===== src/rtl/jacobi_rotation_engine.sv =====
// Givens rotation engine for the Jacobi eigen datapath.
// Rotates vectors p/q by (cos, sin) through a 3-stage multiply/round/clamp pipe.
module jacobi_rotation_engine #(
  parameter int ACC_WIDTH  = 20,
  parameter int N          = 4,
  parameter int LANES      = 1,
  parameter int TRIG_WIDTH = 16,
  parameter int FRAC_BITS  = 14
) (
  input  logic                   clk,
  input  logic                   rst,
  input  logic                   start,
  input  logic                   mode,
  input  logic [N*ACC_WIDTH-1:0] vec_p,
  input  logic [N*ACC_WIDTH-1:0] vec_q,
  input  logic [TRIG_WIDTH-1:0]  sin_theta,
  input  logic [TRIG_WIDTH-1:0]  cos_theta,
  output logic                   busy,
  output logic                   done,
  output logic                   sat_flag,
  output logic [N*ACC_WIDTH-1:0] vec_p_new,
  output logic [N*ACC_WIDTH-1:0] vec_q_new
);

  localparam int W     = ACC_WIDTH;
  localparam int BEATS = N / LANES;
  localparam int BW    = (BEATS > 1) ? $clog2(BEATS) : 1;
  localparam int PW    = ACC_WIDTH + TRIG_WIDTH;
  localparam int SW    = PW + 1;

  localparam logic [BW-1:0] LAST = BW'(BEATS - 1);

  localparam logic signed [SW-1:0] RND =
    SW'(1) << (FRAC_BITS - 1);
  localparam logic signed [SW-1:0] MAXV =
    {{(SW-W+1){1'b0}}, {(W-1){1'b1}}};
  localparam logic signed [SW-1:0] MINV =
    {{(SW-W+1){1'b1}}, {(W-1){1'b0}}};

  typedef enum logic [1:0] {
    S_IDLE,
    S_RUN,
    S_DRAIN
  } state_t;

  state_t state_q, state_d;

  logic [N*W-1:0]                p_buf_q, q_buf_q;
  logic signed [TRIG_WIDTH-1:0]  sin_q, cos_q;
  logic                          mode_q;
  logic [BW-1:0]                 cnt_q;

  logic                          accept, issue;
  logic                          last_wr, done_d;

  logic                          v1_q, m1_q;
  logic [BW-1:0]                 b1_q;
  logic signed [PW-1:0]          cp1_q [LANES];
  logic signed [PW-1:0]          sq1_q [LANES];
  logic signed [PW-1:0]          cq1_q [LANES];
  logic signed [PW-1:0]          sp1_q [LANES];

  logic                          v2_q;
  logic [BW-1:0]                 b2_q;
  logic signed [SW-1:0]          pr2_q [LANES];
  logic signed [SW-1:0]          qr2_q [LANES];
  logic signed [SW-1:0]          pr2_d [LANES];
  logic signed [SW-1:0]          qr2_d [LANES];

  logic signed [W-1:0]           pe [LANES];
  logic signed [W-1:0]           qe [LANES];
  logic [W-1:0]                  pc [LANES];
  logic [W-1:0]                  qc [LANES];
  logic                          clip_any;

  logic                          done_q, sat_q;
  logic [N*W-1:0]                p_new_q, q_new_q;

  function automatic logic signed [PW-1:0] mul(
    input logic signed [TRIG_WIDTH-1:0] a,
    input logic signed [W-1:0]          b
  );
    logic signed [PW-1:0] ax, bx;
    ax = PW'(a);
    bx = PW'(b);
    return ax * bx;
  endfunction

  function automatic logic [W-1:0] clamp(
    input logic signed [SW-1:0] x
  );
    logic [W-1:0] r;
    if (x > MAXV)      r = MAXV[W-1:0];
    else if (x < MINV) r = MINV[W-1:0];
    else               r = x[W-1:0];
    return r;
  endfunction

  function automatic logic clipped(
    input logic signed [SW-1:0] x
  );
    return (x > MAXV) || (x < MINV);
  endfunction

  // FSM state register
  always_ff @(posedge clk) begin
    if (rst) state_q <= S_IDLE;
    else     state_q <= state_d;
  end

  // FSM next-state logic
  always_comb begin
    state_d = state_q;
    unique case (state_q)
      S_IDLE:  if (start) state_d = S_RUN;
      S_RUN:   if (cnt_q == LAST) state_d = S_DRAIN;
      S_DRAIN: if (last_wr) state_d = S_IDLE;
      default: state_d = S_IDLE;
    endcase
  end

  // FSM outputs: accept/issue strobes, busy and the done pulse source
  always_comb begin
    accept  = (state_q == S_IDLE) && start;
    issue   = (state_q == S_RUN);
    busy    = (state_q != S_IDLE);
    last_wr = v2_q && (b2_q == LAST);
    done_d  = (state_q == S_DRAIN) && last_wr;
  end

  // Operand buffers captured on accept; beat counter advances while issuing
  always_ff @(posedge clk) begin
    if (rst) begin
      p_buf_q <= '0;
      q_buf_q <= '0;
      sin_q   <= '0;
      cos_q   <= '0;
      mode_q  <= 1'b0;
      cnt_q   <= '0;
    end else if (accept) begin
      p_buf_q <= vec_p;
      q_buf_q <= vec_q;
      sin_q   <= sin_theta;
      cos_q   <= cos_theta;
      mode_q  <= mode;
      cnt_q   <= '0;
    end else if (issue) begin
      cnt_q   <= cnt_q + 1'b1;
    end
  end

  // Select the lane operands of the current beat
  always_comb begin
    for (int l = 0; l < LANES; l++) begin
      pe[l] = p_buf_q[(int'(cnt_q)*LANES + l)*W +: W];
      qe[l] = q_buf_q[(int'(cnt_q)*LANES + l)*W +: W];
    end
  end

  // Stage 1: full-precision products
  always_ff @(posedge clk) begin
    if (rst) begin
      v1_q <= 1'b0;
      b1_q <= '0;
      m1_q <= 1'b0;
      for (int l = 0; l < LANES; l++) begin
        cp1_q[l] <= '0;
        sq1_q[l] <= '0;
        cq1_q[l] <= '0;
        sp1_q[l] <= '0;
      end
    end else begin
      v1_q <= issue;
      b1_q <= cnt_q;
      m1_q <= mode_q;
      for (int l = 0; l < LANES; l++) begin
        cp1_q[l] <= mul(cos_q, pe[l]);
        sq1_q[l] <= mul(sin_q, qe[l]);
        cq1_q[l] <= mul(cos_q, qe[l]);
        sp1_q[l] <= mul(sin_q, pe[l]);
      end
    end
  end

  // Stage 2 combine: sum/difference per mode, then round half up
  always_comb begin
    for (int l = 0; l < LANES; l++) begin
      if (m1_q) begin
        pr2_d[l] = SW'(cp1_q[l]) - SW'(sq1_q[l]);
        qr2_d[l] = SW'(sp1_q[l]) + SW'(cq1_q[l]);
      end else begin
        pr2_d[l] = SW'(cp1_q[l]) + SW'(sq1_q[l]);
        qr2_d[l] = SW'(cq1_q[l]) - SW'(sp1_q[l]);
      end
      pr2_d[l] = (pr2_d[l] + RND) >>> FRAC_BITS;
      qr2_d[l] = (qr2_d[l] + RND) >>> FRAC_BITS;
    end
  end

  // Stage 2 register
  always_ff @(posedge clk) begin
    if (rst) begin
      v2_q <= 1'b0;
      b2_q <= '0;
      for (int l = 0; l < LANES; l++) begin
        pr2_q[l] <= '0;
        qr2_q[l] <= '0;
      end
    end else begin
      v2_q <= v1_q;
      b2_q <= b1_q;
      for (int l = 0; l < LANES; l++) begin
        pr2_q[l] <= pr2_d[l];
        qr2_q[l] <= qr2_d[l];
      end
    end
  end

  // Stage 3 clamp to the element range and detect clipping
  always_comb begin
    clip_any = 1'b0;
    for (int l = 0; l < LANES; l++) begin
      pc[l] = clamp(pr2_q[l]);
      qc[l] = clamp(qr2_q[l]);
      if (clipped(pr2_q[l]) || clipped(qr2_q[l]))
        clip_any = 1'b1;
    end
  end

  // Stage 3 write-back into the result vectors at the carried beat
  always_ff @(posedge clk) begin
    if (rst) begin
      p_new_q <= '0;
      q_new_q <= '0;
    end else if (v2_q) begin
      for (int l = 0; l < LANES; l++) begin
        p_new_q[(int'(b2_q)*LANES + l)*W +: W] <= pc[l];
        q_new_q[(int'(b2_q)*LANES + l)*W +: W] <= qc[l];
      end
    end
  end

  // Done pulse and sticky saturation flag (cleared by a new accept)
  always_ff @(posedge clk) begin
    if (rst) begin
      done_q <= 1'b0;
      sat_q  <= 1'b0;
    end else begin
      done_q <= done_d;
      if (accept)
        sat_q <= 1'b0;
      else if (v2_q && clip_any)
        sat_q <= 1'b1;
    end
  end

  assign done      = done_q;
  assign sat_flag  = sat_q;
  assign vec_p_new = p_new_q;
  assign vec_q_new = q_new_q;

endmodule


===== config.mk =====
export PLATFORM = sky130hd
export DESIGN_NAME = jacobi_rotation_engine
export DESIGN_NICKNAME = d
export VERILOG_FILES = /design/src/rtl/jacobi_rotation_engine.sv
export SDC_FILE = /design/constraint.sdc
export NUM_CORES = 2
export LEC_CHECK = 0
export BUFFER_PORTS_ARGS = -buffer_cell sky130_fd_sc_hd__clkbuf_2
export CELL_PAD_IN_SITES_DETAIL_PLACEMENT = 0
export CELL_PAD_IN_SITES_GLOBAL_PLACEMENT = 2
export CORE_UTILIZATION = 37
export CTS_BUF_LIST = sky130_fd_sc_hd__clkbuf_8
export DETAILED_ROUTE_END_ITERATION = 7
export GPL_ROUTABILITY_DRIVEN = 1
export PLACE_DENSITY = 0.83
export SLEW_MARGIN = 20
export SYNTH_ARGS = -nofsm -noshare
export SYNTH_HDL_FRONTEND = slang
export SYNTH_SLANG_ARGS = --single-unit

===== constraint.sdc =====
create_clock -name clk -period 8.2 [get_ports clk]
set_clock_uncertainty 0.1 [all_clocks]
set_input_delay 0.82 -clock clk [delete_from_list [all_inputs] [get_ports clk]]
set_output_delay 0.82 -clock clk [all_outputs]
set_load 0.01 [all_outputs]

==> results.yml <==
status:
  status: "complete, no violations"
sta:
  final_max_slew_viol_count: 0
  hold_violations: 0
  fin_crit_sh_pct: 95.0
  slew_headroom_pct: 16.4
  finalSetupTns_ps: 0
  worstMarginPinSlew_ps: 1250
  worst_slack_ps: 412
  fin_crit_ps: 7790
  max_freq_ghz: 0.128
  setup_viol: 0
cells_and_area:
  multiInputGateArea_sq_um: 54800
  drive_above_1_share_pct: 9.36
  regArea_sq_um: 11100
  syn2layout_area_growth_pct: 11.7
  layout.core_utilization_pct: 41.8
  num-nets-final: 10600
  num-fill-cells: 19900
worst_setup_path:
  endpoint_kind: "flip-flop"
  cp_data_required_time_ps: 8850
  criticalPathCategory: "flip-flop to flip-flop"
  cp-start-kind: "flip-flop"
  rr_worst_depth: 26
  worstPathArrival_ps: 8440
  worstPathMaxFanout: 34
placed_design:
  place_congestion: 0.898
  place_hpwl_um: 184000
  portBuffers: 358
  place_ws_ps: 209
floorplan:
  ioPinCount: 359
  die_area_sq_um: 199000
  core.rowCount: 162
  die_y_um: 446
  die_w_um: 446
  core_sq_um: 195000
  start_util_pct: 37.4
pwr:
  power.total_mw: 12.8
  power_leakage_nw: 39.6
  clkPwrFrac_pct: 24.2
  switchingPower_mw: 5.71
  p_per_area_nw_per_um2: 157
  peakVddDrop_v: 0.000130
  p_seq_share_pct: 26.1
  p_int_mw: 7.14
  pwr-share-comb_pct: 49.7
  switching_share_pct: 44.4
clock_network:
  cts_root_buf: "clkbuf_8"
  cts_tree: "done"
  cts.clk_slew.worst_paths_ps: 60
  clock-sinks: 556
  worstSkewPairLatency_ps: 930
  clock_path_buffers: 3
  numCtsBuffers: 104
  htreeDepth: 3
global_routing:
  gr-usage-all-layers_pct: 23.1
  antenna_found_initial: 14
  overflow: 0
  grt_max_degree: 143
  grt_first_pass_wirelength_um: 356000
  grt_pass1_vias: 60000
synthesis:
  yosys-top-cells-area: "fa_1 35%, dfxtp_1 15%, ha_1 7.5%"
  ys_top_cells_by_count: "1461 x inv_1, 1272 x fa_1, 1153 x nand2_1, 606 x and2_1, 556 x dfxtp_1"
  yosys.area.top_type_share_pct: 34.9
  syn-instance-count: 8396
  ys_warn_count: 0
  ys_seq_area_share_pct: 15.2
  synth_edf_count: 0
  syn-cell-area_sq_um: 73000
  yosysTopAreaCell: "fa_1"
  synth.avg_cell_area_sq_um: 8.70
  synthFlopType: "dfxtp_1"
  synthArstFlopShare_pct: 0
  synthMostInstantiatedCell: "inv_1"
  synthDistinctLibCells: 88
  syn_nets: 10300
  synth-seq-cells: 556
min_path:
  hold_depth: 3
  min_path_type: "input port to flip-flop"
routing:
  drcViolationCount: 0
  via_per_inst: 5.07
  vias: 57800
  finalWirelength_um: 232000
  drtPass1Iterations: 6
  drt-initial-drc-count: 3837
  wl_per_cell_um: 20.3
  ant_nets: 0
flow_run:
  maxCapViolCount: 0
[worst max-delay path: stages (launching register included)]
cell	delay, ps
dfxtp_4	350
buf_12	260
mux4_2	820
and2_1	290
fa_1	480
inv_1	50
fa_1	460
fa_1	510
inv_1	50
fa_1	450
fa_1	510
inv_1	50
fa_1	480
inv_1	40
ha_1	310
a21o_1	210
a21o_1	170
a21o_1	190
a21oi_1	160
buf_4	170
nand4bb_1	210
a41oi_4	380
o41a_1	240
o21ai_0	140
o31ai_1	270
xor2_1	170
nor2_1	50
[logic make-up after synthesis]
group / count (synthesis) / share of synthesized area [%]
AOI/OAI and AO/OA: 1068 / 9.33
buffers and inverters: 1934 / 9.96
muxes: 90 / 1.98
xor gates and xnor gates: 296 / 3.57
DFF: 556 / 15.2
adders and majority gates: 1712 / 42.4
and+or+nand+nor: 2740 / 17.5
[area by class of cell]
| type | count | area share [%] |
|---|---|---|
| inverters | 1461 | 6.72 |
| clock buffers | 123 | 2.07 |
| multi-input cells | 5909 | 67.1 |
| clock inverters | 69 | 0.820 |
| well taps | 2624 | 4.02 |
| repair buffers | 650 | 5.56 |
| diodes | 9 | 0.0276 |
| flip-flops and latches | 556 | 13.7 |
[metrics by stage]
stage | hold slack [ps] | cell area, sq um | std cells
3_3_place_gp | 328 | 78000 | 11100
2_1_floorplan | 314 | 73000 | 8396
4_1_cts | 0.0870 | 81500 | 11400
5_1_grt | 20.7 | 81600 | 11400
3_5_place_dp | 334 | 78000 | 11100
6_report | 86.8 | 81600 | 11400
[flip-flops by register name (all words and copies together) (netlist names), 2 cells and up]
signal and flops:
p_buf_q 80, q_buf_q 80, vec_p_new 80, vec_q_new 80, cp1_q 36, cq1_q 36, sp1_q 36, sq1_q 36
pr2_q 23, qr2_q 23, cos_q 16, sin_q 16, b1_q 2, b2_q 2, cnt_q 2, state_q 2
[power by group through the flow]
| stage | logic (mW) | registers (mW) | clock network, mW |
|---|---|---|---|
| global placement | 6.22 | 3.40 | 0 |
| floorplan | 4.63 | 3.18 | 0 |
| finish | 6.38 | 3.35 | 3.11 |
| CTS | 6.36 | 3.35 | 3.20 |
| detailed placement | 6.29 | 3.40 | 0 |
| global route | 7.12 | 3.37 | 3.30 |
[metal layers]
| layer | up-vias | share of wire [%] | track usage [%] |
|---|---|---|---|
| met5 | - | 0.0047 | 0 |
| met4 | 2 | 3.0 | 6.46 |
| met3 | 283 | 6.2 | 3.14 |
| met2 | 1807 | 45 | 37.7 |
| met1 | 29100 | 46 | 31.9 |
| li1 | 26600 | - | - |
[timing repair]
item,4_1_cts,5_1_grt
endpoints found under the hold margin,113,0
hold buffers,113,0
setup buffers,0,1
endpoints found under the setup margin,0,4
resized for setup,0,3
[path summary, 6_finish.rpt]
path	startpoint	to	slack, ps
min reg2reg	q_buf_q[55]$_SDFFE_PP0P_	q_buf_q[55]$_SDFFE_PP0P_	350
min	vec_p[59]	p_buf_q[59]$_SDFFE_PP0P_	90
max	cnt_q[0]$_SDFFE_PP0P_	cq1_q[0][34]$_SDFF_PP0_	410
max reg2reg	cnt_q[0]$_SDFFE_PP0P_	cq1_q[0][34]$_SDFF_PP0_	410
[layout by cell type (no fill, tap or decap), drive strengths merged, types with 112 or more instances in the layout]
master          n
dlygate4sd3   113
dfxtp         556
a21oi         434
fa           1272
nand2        1153
inv          1498
xnor2         174
nor2          548
o21ai         122
a21o          112
clkbuf        480
and2          608
xor2          121
buf           180
nor3          125
ha            440
Note: power is estimated with default switching activity, not from simulation.
